`src/rtl/vga_box_tracker.sv`:
```
// Loopback receiver: recovers raster position from TinyVGA PMOD sync
// and publishes the bounding box of lit pixels once per frame.
//
// Ports:
//   clk, rst_n       pixel clock, async active-low reset
//   vga_in[7:0]      {hsync, B0, G0, R0, vsync, B1, G1, R1}
//   box_x0/x1/y0/y1  min/max lit x/y of last published frame
//   box_found        last published frame had a lit pixel
//   frame_valid      one-cycle pulse on publish
//   locked           sync timing acquired
//   frame_cnt        published-frame counter (wraps)
module vga_box_tracker #(
  parameter int H_START         = 48,
  parameter int H_ACTIVE        = 640,
  parameter int V_START         = 33,
  parameter int V_ACTIVE        = 480,
  parameter bit SYNC_ACTIVE_LOW = 1'b1
) (
  input  logic       clk,
  input  logic       rst_n,
  input  logic [7:0] vga_in,
  output logic [9:0] box_x0,
  output logic [9:0] box_x1,
  output logic [9:0] box_y0,
  output logic [9:0] box_y1,
  output logic       box_found,
  output logic       frame_valid,
  output logic       locked,
  output logic [7:0] frame_cnt
);

  localparam logic       IDLE = SYNC_ACTIVE_LOW;
  localparam logic [7:0] S1_RST = {IDLE, 3'b000, IDLE, 3'b000};
  localparam logic [9:0] HMAX = 10'h3FF;
  localparam logic [9:0] HST  = 10'(H_START);
  localparam logic [9:0] HACT = 10'(H_ACTIVE);
  localparam logic [9:0] VST  = 10'(V_START);
  localparam logic [9:0] VACT = 10'(V_ACTIVE);

  typedef enum logic {
    UNLOCKED,
    TRACK
  } state_e;

  state_e     state_q, state_d;
  logic [7:0] s1_q;
  logic [1:0] s2_q;
  logic [9:0] h_q, h_d;
  logic [9:0] v_q, v_d;
  logic [9:0] minx_q, minx_d, maxx_q, maxx_d;
  logic [9:0] miny_q, miny_d, maxy_q, maxy_d;
  logic       seen_q, seen_d;
  logic [9:0] bx0_q, bx0_d, bx1_q, bx1_d;
  logic [9:0] by0_q, by0_d, by1_q, by1_d;
  logic       fnd_q, fnd_d;
  logic       fv_q, fv_d;
  logic [7:0] cnt_q, cnt_d;

  logic       hs1, hs2, vs1, vs2;
  logic       hs_end, vs_end, vs_beg;
  logic       lit, hit;
  logic [9:0] x, y;

  // Sync "active" flags; s2 only keeps the sync bits for edge detection.
  always_comb begin
    hs1    = s1_q[7] ^ SYNC_ACTIVE_LOW;
    vs1    = s1_q[3] ^ SYNC_ACTIVE_LOW;
    hs2    = s2_q[1] ^ SYNC_ACTIVE_LOW;
    vs2    = s2_q[0] ^ SYNC_ACTIVE_LOW;
    hs_end = hs2 & ~hs1;
    vs_end = vs2 & ~vs1;
    vs_beg = ~vs2 & vs1;
    lit    = |{s1_q[6:4], s1_q[2:0]};
  end

  // h_d/v_d are the indices of the sample currently in s1.
  always_comb begin
    h_d = (h_q == HMAX) ? HMAX : h_q + 10'd1;
    if (hs_end) h_d = '0;
    v_d = v_q;
    if (hs_end && v_q != HMAX) v_d = v_q + 10'd1;
    if (vs_end) v_d = '0;
    x   = h_d - HST;
    y   = v_d - VST;
    hit = lit && (x < HACT) && (y < VACT);
  end

  always_comb begin
    state_d = state_q;
    minx_d  = minx_q;
    maxx_d  = maxx_q;
    miny_d  = miny_q;
    maxy_d  = maxy_q;
    seen_d  = seen_q;
    bx0_d   = bx0_q;
    bx1_d   = bx1_q;
    by0_d   = by0_q;
    by1_d   = by1_q;
    fnd_d   = fnd_q;
    fv_d    = 1'b0;
    cnt_d   = cnt_q;
    unique case (state_q)
      UNLOCKED: begin
        minx_d = '0;
        maxx_d = '0;
        miny_d = '0;
        maxy_d = '0;
        seen_d = 1'b0;
        if (vs_end) state_d = TRACK;
      end
      TRACK: begin
        if (h_d == HMAX) begin
          // hsync lost: drop the partial frame
          state_d = UNLOCKED;
          minx_d  = '0;
          maxx_d  = '0;
          miny_d  = '0;
          maxy_d  = '0;
          seen_d  = 1'b0;
        end else if (vs_beg) begin
          bx0_d  = seen_q ? minx_q : '0;
          bx1_d  = seen_q ? maxx_q : '0;
          by0_d  = seen_q ? miny_q : '0;
          by1_d  = seen_q ? maxy_q : '0;
          fnd_d  = seen_q;
          fv_d   = 1'b1;
          cnt_d  = cnt_q + 8'd1;
          minx_d = '0;
          maxx_d = '0;
          miny_d = '0;
          maxy_d = '0;
          seen_d = 1'b0;
        end else if (hit) begin
          seen_d = 1'b1;
          if (!seen_q || x < minx_q) minx_d = x;
          if (!seen_q || x > maxx_q) maxx_d = x;
          if (!seen_q || y < miny_q) miny_d = y;
          if (!seen_q || y > maxy_q) maxy_d = y;
        end
      end
      default: state_d = UNLOCKED;
    endcase
  end

  always_ff @(posedge clk or negedge rst_n) begin
    if (!rst_n) begin
      state_q <= UNLOCKED;
      s1_q    <= S1_RST;
      s2_q    <= {IDLE, IDLE};
      h_q     <= '0;
      v_q     <= '0;
      minx_q  <= '0;
      maxx_q  <= '0;
      miny_q  <= '0;
      maxy_q  <= '0;
      seen_q  <= 1'b0;
      bx0_q   <= '0;
      bx1_q   <= '0;
      by0_q   <= '0;
      by1_q   <= '0;
      fnd_q   <= 1'b0;
      fv_q    <= 1'b0;
      cnt_q   <= '0;
    end else begin
      state_q <= state_d;
      s1_q    <= vga_in;
      s2_q    <= {s1_q[7], s1_q[3]};
      h_q     <= h_d;
      v_q     <= v_d;
      minx_q  <= minx_d;
      maxx_q  <= maxx_d;
      miny_q  <= miny_d;
      maxy_q  <= maxy_d;
      seen_q  <= seen_d;
      bx0_q   <= bx0_d;
      bx1_q   <= bx1_d;
      by0_q   <= by0_d;
      by1_q   <= by1_d;
      fnd_q   <= fnd_d;
      fv_q    <= fv_d;
      cnt_q   <= cnt_d;
    end
  end

  assign box_x0      = bx0_q;
  assign box_x1      = bx1_q;
  assign box_y0      = by0_q;
  assign box_y1      = by1_q;
  assign box_found   = fnd_q;
  assign frame_valid = fv_q;
  assign locked      = (state_q == TRACK);
  assign frame_cnt   = cnt_q;

endmodule

```
`config.mk`:
```
export PLATFORM = sky130hd
export DESIGN_NAME = vga_box_tracker
export DESIGN_NICKNAME = d
export VERILOG_FILES = /design/src/rtl/vga_box_tracker.sv
export SDC_FILE = /design/constraint.sdc
export NUM_CORES = 1
export LEC_CHECK = 0
export ABC_AREA = 1
export BUFFER_PORTS_ARGS = -buffer_cell sky130_fd_sc_hd__clkbuf_2
export CORE_MARGIN = 4
export CORE_UTILIZATION = 30
export CTS_BUF_LIST = sky130_fd_sc_hd__clkbuf_8
export DETAILED_ROUTE_END_ITERATION = 12
export SYNTH_ARGS = -nofsm -noshare
export SYNTH_HDL_FRONTEND = slang
export SYNTH_SLANG_ARGS = --single-unit
```
`constraint.sdc`:
```
create_clock -name clk -period 4.85 [get_ports clk]
set_clock_uncertainty 0.15 [all_clocks]
set_input_delay 0 -clock clk [delete_from_list [all_inputs] [get_ports clk]]
set_output_delay 0 -clock clk [all_outputs]
set_load 0.02 [all_outputs]
```
==> results of run 1 <==
[synth_stat cells (2+ instances only)]
library cell	n
clkbuf_1	10
nand2_1	247
nand3_1	83
nand3b_1	3
or2_2	2
buf_2	4
nor3_1	3
nor2_2	5
xor2_1	6
nand4_1	12
nor4_1	2
nand3_2	5
dfstp_2	4
a21oi_2	3
xnor2_1	6
inv_1	98
nor2_1	42
ha_1	42
o21ai_0	52
inv_2	8
o2111ai_1	2
dfrtp_1	118
nand2_2	10
a21oi_1	21
clkinv_1	2
buf_6	5
[cells in the final DEF, fill, tap and decap left out, types with 3 or more instances in the layout]
master	count
nand2_1	247
dfrtp_1	118
inv_1	98
nand3_1	82
clkbuf_2	59
o21ai_0	52
nor2_1	42
ha_1	41
a21oi_1	21
clkbuf_8	17
nand4_1	12
nand2_2	10
dlygate4sd3_1	9
inv_2	8
xnor2_1	6
xor2_1	6
nand3_2	6
buf_4	6
nor2_2	5
inv_6	5
dfstp_2	4
nor3_1	3
a21oi_2	3
nand3b_1	3
clkinv_4	3
clkinvlp_4	3
[critical path, stage by stage, from the launching register on]
cell and delay (ps):
dfrtp_1 460, ha_2 270, nand3_2 120, nor2_2 110, nand2_2 110, nand2_2 210
nand2_1 100, nand3_2 150, ha_1 240, nand3_1 130, nand2_1 110, nand2_1 80
ha_1 290, nand2_1 60, nor2_1 160, o21ai_0 100, inv_1 50, o21ai_0 80
a21boi_0 170, o22ai_1 110, or2_2 290, nand3_2 230, nand2_2 180, nand2_1 100
nand2_1 50
[routing by layer]
metal	wire, um	track usage (%)	up-vias
met2	6840	21.0	129
met3	736	2.97	12
met5	0	0	-
li1	-	-	2725
met1	7730	19.0	2484
met4	203	4.29	0
[kinds of logic after synthesis]
logic type,count (synthesis)
simple gates,416
compound gates,83
flops,122
xor+xnor,12
fa+ha+maj,42
buf+inv,128
[path summary, 6_finish.rpt]
check / start / endpoint / slack, ps
max in group asynchronous: rst_n / box_y1[2]$_DFFE_PN0P_ / 3230
setup reg to reg: v_q[0]$_DFF_PN0_ / maxy_q[7]$_DFFE_PN0P_ / 630
min in group clk: vga_in[6] / s1_q[6]$_DFF_PN0_ / 50
hold reg to reg: s1_q[3]$_DFF_PN1_ / s2_q[0]$_DFF_PN1_ / 220
setup / recovery: v_q[0]$_DFF_PN0_ / maxy_q[7]$_DFFE_PN0P_ / 630
hold / removal: rst_n / box_x0[5]$_DFFE_PN0P_ / 40
[layout make-up]
| cell class | instances | area share, % |
|---|---|---|
| well taps | 275 | 4.57 |
| flip-flops and latches | 122 | 40.6 |
| inverters | 108 | 5.39 |
| clock inverters | 15 | 2.16 |
| clock buffers | 17 | 3.11 |
| repair buffers | 74 | 5.72 |
| multi-input cells | 553 | 38.4 |
[power by group through the flow]
stage	Clock [mW]	Sequential (mW)	Combinational, mW
floorplan	0	1.27	0.551
global route	0.986	1.26	0.931
finish	0.914	1.24	0.803
global placement	0	1.26	0.787
CTS	0.946	1.24	0.809
detailed placement	0	1.26	0.798
[per-stage QoR]
stage / setup WS, ps / cell area, um^2 / power, mW / hold slack (ps) / instances
5_1_grt: 17.1 / 7520 / 3.18 / 44.6 / 1164
3_3_place_gp: 333 / 7030 / 2.05 / -42.1 / 1123
3_5_place_dp: 411 / 7030 / 2.06 / -54.4 / 1123
6_report: 628 / 7520 / 2.96 / 37.6 / 1164
2_1_floorplan: 1330 / 6460 / 1.82 / -446 / 803
4_1_cts: 391 / 7520 / 3.00 / 4.02 / 1164
[what timing repair did]
item | in CTS | in global routing
hold endpoints to repair | 68 | 0
setup endpoints to repair | 0 | 9
resized for setup | 0 | 2
hold buffers | 9 | 0
==> flow_summary.json, run 1 <==
{
  "synth-seq-area-share_pct": 47.3,
  "netlist_area_um2": 6460,
  "period_needed_ps": 4220,
  "vias": 5350,
  "gr-total-overflow": 0,
  "fin_crit_sh_pct": 87.1,
  "pwr-share-seq_pct": 42.0,
  "synth_top_family_by_area": "simple AND/OR/NAND/NOR gates",
  "syn_inst": 803,
  "crit_path_end_kind": "flip-flop",
  "wl_um": 15500,
  "fp.dieW_um": 155,
  "drive_above_1_share_pct": 15.4,
  "max-clock-path-buffers": 2,
  "cts_tree": "done",
  "power_leakage_nw": 4.01,
  "combinationalPowerShare_pct": 27.1,
  "drc": 0,
  "wl_per_cell_um": 13.3,
  "irDropWorstVdd_mv": 0.169,
  "grt_max_degree": 63,
  "clockRootBuffer": "clkbuf_8",
  "syn-num-nets": 855,
  "p_per_area_nw_per_um2": 393,
  "yosys_warnings": 0,
  "layout.nets": 928,
  "area_delta_synth_final_pct": 16.4,
  "cts_sinks": 122,
  "synth_seq_cells": 122,
  "portBuffers": 60,
  "multi_input_area_um2": 2890,
  "postRouteAntennaNets": 0,
  "cts_setup_buffers": 0,
  "path_max_fanout": 11,
  "avgSynthCellArea_um2": 8.05,
  "cap_violations": 0,
  "synth-edff-count": 0,
  "firstDrtPassIters": 5,
  "grt_pass1_wl_um": 26400,
  "fin_util_pct": 35.7,
  "final_hold_viol_count": 0,
  "num_rows": 53,
  "synth_ff_type": "dfrtp_1",
  "n_fill_cell": 2200,
  "required_ps": 5040,
  "synth_top_area_cell": "dfrtp_1",
  "grt_setup_unrepaired": "no",
  "clk_pin_slew_worst_paths_ps": 80,
  "htreeDepth": 4,
  "max_slew_margin_pct": 47.1,
  "viasPerCell": 4.60,
  "ff_latch_area_um2": 3060,
  "crit_type": "reg2reg",
  "insertion_delay_ps": 440,
  "cts_buffers": 17,
  "swShare_pct": 36.1,
  "ys_types": 34,
  "crit_arrival_ps": 4410,
  "antenna_found_initial": 0,
  "ys_top_cells_by_area": "dfrtp_1, nand2_1, ha_1, nand3_1, inv_1",
  "pwr-share-clk_pct": 30.9,
  "synth_mux_area_share_pct": 0,
  "fmax_ghz": 0.237,
  "drt-initial-drc-count": 317,
  "start_kind": "flip-flop",
  "drv_slew": 0,
  "start_util_pct": 30.7,
  "status": "finished clean",
  "ys_async_sr_fraction_pct": 100,
  "hp-class": "in2async",
  "synthAdderAreaFrac_pct": 8.13,
  "synth_top_area_share_pct": 45.7,
  "hpwl_um": 11500,
  "setup_viol": 0,
  "grt_pass1_vias": 5251,
  "synth_xor_area_share_pct": 1.63,
  "tightest_slew_ps": 794,
  "p_switching_mw": 1.07,
  "core_area_um2": 21100,
  "track_usage_pct": 13.6,
  "fin_tns_setup_ps": 0,
  "die_h_um": 155,
  "p_int_mw": 1.89,
  "antenna_cells": 0,
  "die_area_um2": 24000,
  "ff2ff_path_depth": 24,
  "synth-compound-area-share_pct": 6.87,
  "synth_simple_gate_area_share_pct": 28.0,
  "gp_congestion": 0.890,
  "ios": 61
}
No activity file was read; power rests on OpenSTA's default activity.
==> run 2: changes to the inputs <==
--- a/config.mk
+++ b/config.mk
@@ -7,6 +7,7 @@
 export LEC_CHECK = 0
 export ABC_AREA = 1
 export BUFFER_PORTS_ARGS = -buffer_cell sky130_fd_sc_hd__clkbuf_2
+export CORE_ASPECT_RATIO = 1.1
 export CORE_MARGIN = 4
 export CORE_UTILIZATION = 30
 export CTS_BUF_LIST = sky130_fd_sc_hd__clkbuf_8
==> run 2 against run 1 <==
Compared with the run above: critical endpoint unchanged; clock-buffer cell count is 1 higher; largest power group unchanged; global-route usage is 0.25 points higher; cell count is 1.5% higher; clock power is 11% lower; critical path type unchanged; first-iteration DRC count is 5.0% higher; via count is 0.88% lower; sequential share of layout area is 0.13 points higher.
==> flow_summary.json, run 2 (synthesis results as in run 1) <==
{
  "max-clock-path-buffers": 2,
  "antenna_found_initial": 0,
  "firstDrtPassIters": 5,
  "postRouteAntennaNets": 0,
  "fin_crit_sh_pct": 87.4,
  "crit_type": "reg2reg",
  "insertion_delay_ps": 450,
  "gp_congestion": 0.868,
  "path_max_fanout": 11,
  "gr-total-overflow": 0,
  "drv_slew": 0,
  "final_cell_mix": "nand2_1, dfrtp_1, inv_1",
  "vias": 5303,
  "grt_pass1_vias": 5320,
  "clockRootBuffer": "clkbuf_8",
  "setup_viol": 0,
  "fin_util_pct": 35.3,
  "place_inst": 1140,
  "clk_pin_slew_worst_paths_ps": 80,
  "crit_path_end_kind": "flip-flop",
  "cap_violations": 0,
  "tightest_slew_ps": 906,
  "period_needed_ps": 4240,
  "fp.dieW_um": 148,
  "grt_max_degree": 69,
  "crit_arrival_ps": 4430,
  "cts_buffers": 17,
  "power_leakage_nw": 4.01,
  "drive_above_1_share_pct": 15.4,
  "required_ps": 5040,
  "ios": 61,
  "fin_tns_setup_ps": 0,
  "wl_per_cell_um": 13.4,
  "hold_ws_ps": 48.4,
  "wl_um": 15800,
  "cts_tree": "done",
  "status": "finished clean",
  "start_util_pct": 30.4,
  "grt_pass1_wl_um": 26600,
  "die_area_um2": 24000,
  "antenna_cells": 0,
  "max_slew_margin_pct": 39.6,
  "htreeDepth": 4,
  "die_h_um": 162,
  "fmax_ghz": 0.236,
  "grt_setup_unrepaired": "no",
  "fin_cells": 1181,
  "viasPerCell": 4.49,
  "drt-initial-drc-count": 333,
  "area_delta_synth_final_pct": 16.0,
  "cts_sinks": 122,
  "p_per_area_nw_per_um2": 381,
  "portBuffers": 60,
  "hpwl_um": 11800,
  "final_common_cell": "nand2_1",
  "cts_setup_buffers": 0,
  "irDropWorstVdd_mv": 0.181,
  "drc": 0,
  "track_usage_pct": 13.8,
  "core_area_um2": 21200,
  "start_kind": "flip-flop",
  "final_hold_viol_count": 0,
  "layout.nets": 930,
  "num_rows": 56,
  "hp-class": "in2async"
}
==> run 2: cell types whose count changed in the layout (fill, tap and decap cells not counted), moves of 2 or more <==
cell and change:
inv_6 -2, clkinv_2 +4, clkinvlp_4 -2, buf_4 +2
bufinv_16 -2
==> run 2: final cells by class <==
cell class	instances	area, um^2
multi-input cells	553	2880
fillers	2198	13700
clock buffers	18	248
well taps	290	363
repair buffers	76	445
clock inverters	14	98.8
flip-flops and latches	122	3060
inverters	108	405
==> run 2: worst max-delay path, stage by stage (launching register included) <==
cell and delay (ps):
dfrtp_1 440, ha_1 290, nand3_2 120, nor2_2 110, nand2_2 100, nand2_2 200
nand2_1 70, nand2_1 60, nand2_1 140, nand3_1 150, xor2_1 260, inv_1 110
ha_1 300, nand2_1 50, nor2_1 120, o21ai_0 100, inv_1 50, o21ai_0 70
a21boi_0 170, o22ai_1 100, or2_2 280, nand3_1 330, nand2_2 210, nand2_1 100
nand2_1 50
==> run 2: what timing repair did <==
| item | 4_1_cts | 5_1_grt |
|---|---|---|
| gates resized for setup | 0 | 0 |
| hold buffers | 9 | 0 |
| endpoints found under the hold margin | 71 | 0 |
==> run 2: layer usage <==
metal  GRT usage (%)  wire length, um
met5               0                0
met4            4.49              241
met3            3.01              632
met2            22.2             7200
met1            18.8             7720
==> run 2: power breakdown <==
group	leakage (nW)	switching, mW	internal [mW]
registers	1.60	0.0950	1.15
clock network	0.183	0.445	0.368
logic	2.23	0.521	0.281
total	4.01	1.06	1.80
==> run 2: path summary, 6_finish.rpt <==
kind	cells past startpoint	endpoint	slack, ps	start
worst max-delay path	24	maxy_q[7]$_DFFE_PN0P_	610	v_q[0]$_DFF_PN0_
worst min-delay path	2	box_found$_DFFE_PN0P_	50	rst_n
worst max register to register	24	maxy_q[7]$_DFFE_PN0P_	610	v_q[0]$_DFF_PN0_
worst min register to register	0	s2_q[0]$_DFF_PN1_	220	s1_q[3]$_DFF_PN1_
max in group asynchronous	3	s1_q[2]$_DFF_PN0_	3290	rst_n
min in group clk	2	s1_q[3]$_DFF_PN1_	50	vga_in[3]
==> run 2: per-stage QoR <==
step                total power, mW  setup slack, ps  cell area, um^2
floorplan                      1.82             1330             6460
global placement               2.05              783             7060
detailed placement             2.06              643             7060
CTS                            2.89              653             7500
global route                   3.09             37.9             7500
finish                         2.86              610             7500
==> run 3: changes to the inputs <==
--- a/config.mk
+++ b/config.mk
@@ -12,6 +12,7 @@
 export CORE_UTILIZATION = 30
 export CTS_BUF_LIST = sky130_fd_sc_hd__clkbuf_8
 export DETAILED_ROUTE_END_ITERATION = 12
+export MAX_ROUTING_LAYER = met4
 export SYNTH_ARGS = -nofsm -noshare
 export SYNTH_HDL_FRONTEND = slang
 export SYNTH_SLANG_ARGS = --single-unit
==> run 3 against run 2 <==
Compared with the run above: core utilization rose by 0.47 points; sequential power is essentially flat; clock power grew 26%; non-clock buffer count did not move; hold slack worse by 3.4 ps; cell area up 1.3%; critical path depth decreased by 1; first-iteration DRC count grew 2.4%; register-to-register slack hardly changed; wire length up 1.3%; global-route usage grew 0.65 points; critical path type unchanged; highest routed layer unchanged.
==> flow_summary.json, run 3 (synthesis results as in run 1) <==
{
  "status": "finished clean",
  "drc": 0,
  "fp.dieW_um": 148,
  "ff2ff_path_depth": 23,
  "post_cts_resized": 0,
  "htreeDepth": 4,
  "p_per_area_nw_per_um2": 404,
  "gp_congestion": 0.878,
  "layout.nets": 930,
  "viasPerCell": 4.51,
  "grt_max_degree": 81,
  "wl_um": 16000,
  "required_ps": 5040,
  "drv_slew": 0,
  "cp_num_cells": 23,
  "r2r_slack_ps": 600,
  "antenna_cells": 0,
  "vias": 5327,
  "setup_viol": 0,
  "hpwl_um": 11900,
  "whs_path_depth": 2,
  "cts_buffers": 17,
  "wl_per_cell_um": 13.5,
  "clk_pin_slew_worst_paths_ps": 80,
  "drive_above_1_share_pct": 15.3,
  "tightest_slew_ps": 1050,
  "gr-total-overflow": 0,
  "firstDrtPassIters": 5,
  "ios": 61,
  "die_h_um": 162,
  "max-clock-path-buffers": 2,
  "num_rows": 56,
  "die_area_um2": 24000,
  "critical_path.cell_chain": "ha_1 > nand3_2 > nor2_2 > nand2_2 > nand2_2 > nand2_1 > nand3_2 > ha_1 > xor2_1 > inv_1 > ha_1 > nand2_1 > nor2_1 > o21ai_0 > inv_1 > o21ai_0 > a21boi_0 > o22ai_1 > or2_2 > nand3_1 > nand2_2 > nand2_1 > nand2_1",
  "period_needed_ps": 4250,
  "grt_pass1_vias": 5274,
  "fmax_ghz": 0.235,
  "path_max_fanout": 11,
  "grt_setup_unrepaired": "no",
  "track_usage_pct": 14.5,
  "cp_top_family": "simple AND/OR/NAND/NOR gates",
  "final_common_cell": "nand2_1",
  "insertion_delay_ps": 450,
  "power_leakage_nw": 4.05,
  "slowest_delay_ps": 440,
  "crit_arrival_ps": 4440,
  "max_slew_margin_pct": 30.0,
  "cts_tree": "done",
  "power.total_mw": 3.07,
  "antenna_found_initial": 0,
  "slowest_stage": "dfrtp_1",
  "clockRootBuffer": "clkbuf_8",
  "fin_tns_setup_ps": 0,
  "start_util_pct": 30.4,
  "start_kind": "flip-flop",
  "postRouteAntennaNets": 0,
  "crit_buf_inv": 2,
  "hp-class": "in2reg",
  "cts_sinks": 122,
  "drt-initial-drc-count": 341,
  "area_delta_synth_final_pct": 17.6,
  "cp_common_cell": "nand2_1",
  "core_area_um2": 21200,
  "grt_pass1_wl_um": 27000,
  "portBuffers": 60,
  "crit_type": "reg2reg",
  "crit_path_end_kind": "flip-flop",
  "hold_ws_ps": 44.9,
  "irDropWorstVdd_mv": 0.206,
  "fin_crit_sh_pct": 87.6,
  "cap_violations": 0,
  "final_cell_mix": "nand2_1, dfrtp_1, inv_1",
  "final_hold_viol_count": 0
}
==> run 3: cell types whose count changed in the layout (fill, tap and decap cells not counted), moves of 2 or more <==
cell	change
clkinvlp_4	+2
clkbuf_8	+2
bufinv_16	+4
clkinv_4	-4
clkinv_2	-3
inv_6	-2
==> run 3: layout make-up <==
| type | count | area [um^2] |
|---|---|---|
| timing repair buffer | 76 | 445 |
| clock inverter | 12 | 170 |
| multi-input combinational | 553 | 2880 |
| inverter | 108 | 405 |
| sequential | 122 | 3060 |
| fill | 2229 | 13600 |
| clock buffer | 20 | 275 |
| tap | 290 | 363 |
==> run 3: through the flow <==
| step | utilization (%) | cells | worst slack (ps) | cell area (um^2) |
|---|---|---|---|---|
| after floorplan | - | 803 | 1330 | 6460 |
| after global placement | 33.3 | 1140 | 775 | 7060 |
| after detailed placement | 33.3 | 1140 | 622 | 7060 |
| after CTS | 35.8 | 1181 | 620 | 7600 |
| after global routing | 35.8 | 1181 | 69.1 | 7600 |
| final | 35.8 | 1181 | 599 | 7600 |
==> run 3: routing by layer <==
metal | routed length, um | GRT usage (%) | vias up
met5 | 0 | - | -
met3 | 620 | 3.07 | 32
met2 | 7310 | 22.0 | 114
met4 | 445 | 6.05 | 0
li1 | - | - | 2727
met1 | 7620 | 19.0 | 2454
==> run 3: worst register-to-register path, stage by stage (launching register included) <==
cell and delay (ps):
dfrtp_1 440, ha_1 290, nand3_2 120, nor2_2 110, nand2_2 90, nand2_2 210, nand2_1 100, nand3_2 140
ha_1 230, xor2_1 240, inv_1 100, ha_1 280, nand2_1 60, nor2_1 120, o21ai_0 100, inv_1 50
o21ai_0 70, a21boi_0 170, o22ai_1 100, or2_2 280, nand3_1 350, nand2_2 210, nand2_1 100, nand2_1 50
==> run 3: worst paths after layout <==
path                                   start                    end
setup / recovery            v_q[0]$_DFF_PN0_  maxy_q[2]$_DFFE_PN0P_
hold / removal                     vga_in[3]      s1_q[3]$_DFF_PN1_
setup reg to reg            v_q[0]$_DFF_PN0_  maxy_q[2]$_DFFE_PN0P_
hold reg to reg            s1_q[7]$_DFF_PN1_      s2_q[1]$_DFF_PN1_
max in group asynchronous              rst_n      s1_q[4]$_DFF_PN0_
min in group asynchronous              rst_n  box_found$_DFFE_PN0P_
==> run 3: power by group <==
part / total (mW) / switching, mW / leakage, nW / internal [mW]
Sequential: 1.24 / 0.0943 / 1.60 / 1.15
Clock: 1.02 / 0.425 / 0.222 / 0.598
Combinational: 0.808 / 0.525 / 2.23 / 0.283
Total: 3.07 / 1.04 / 4.05 / 2.03
==> run 3: what timing repair did <==
item,in CTS,in global routing
hold buffers,9,0
buffers inserted,0,0
endpoints found under the hold margin,83,0
endpoints found under the setup margin,0,0
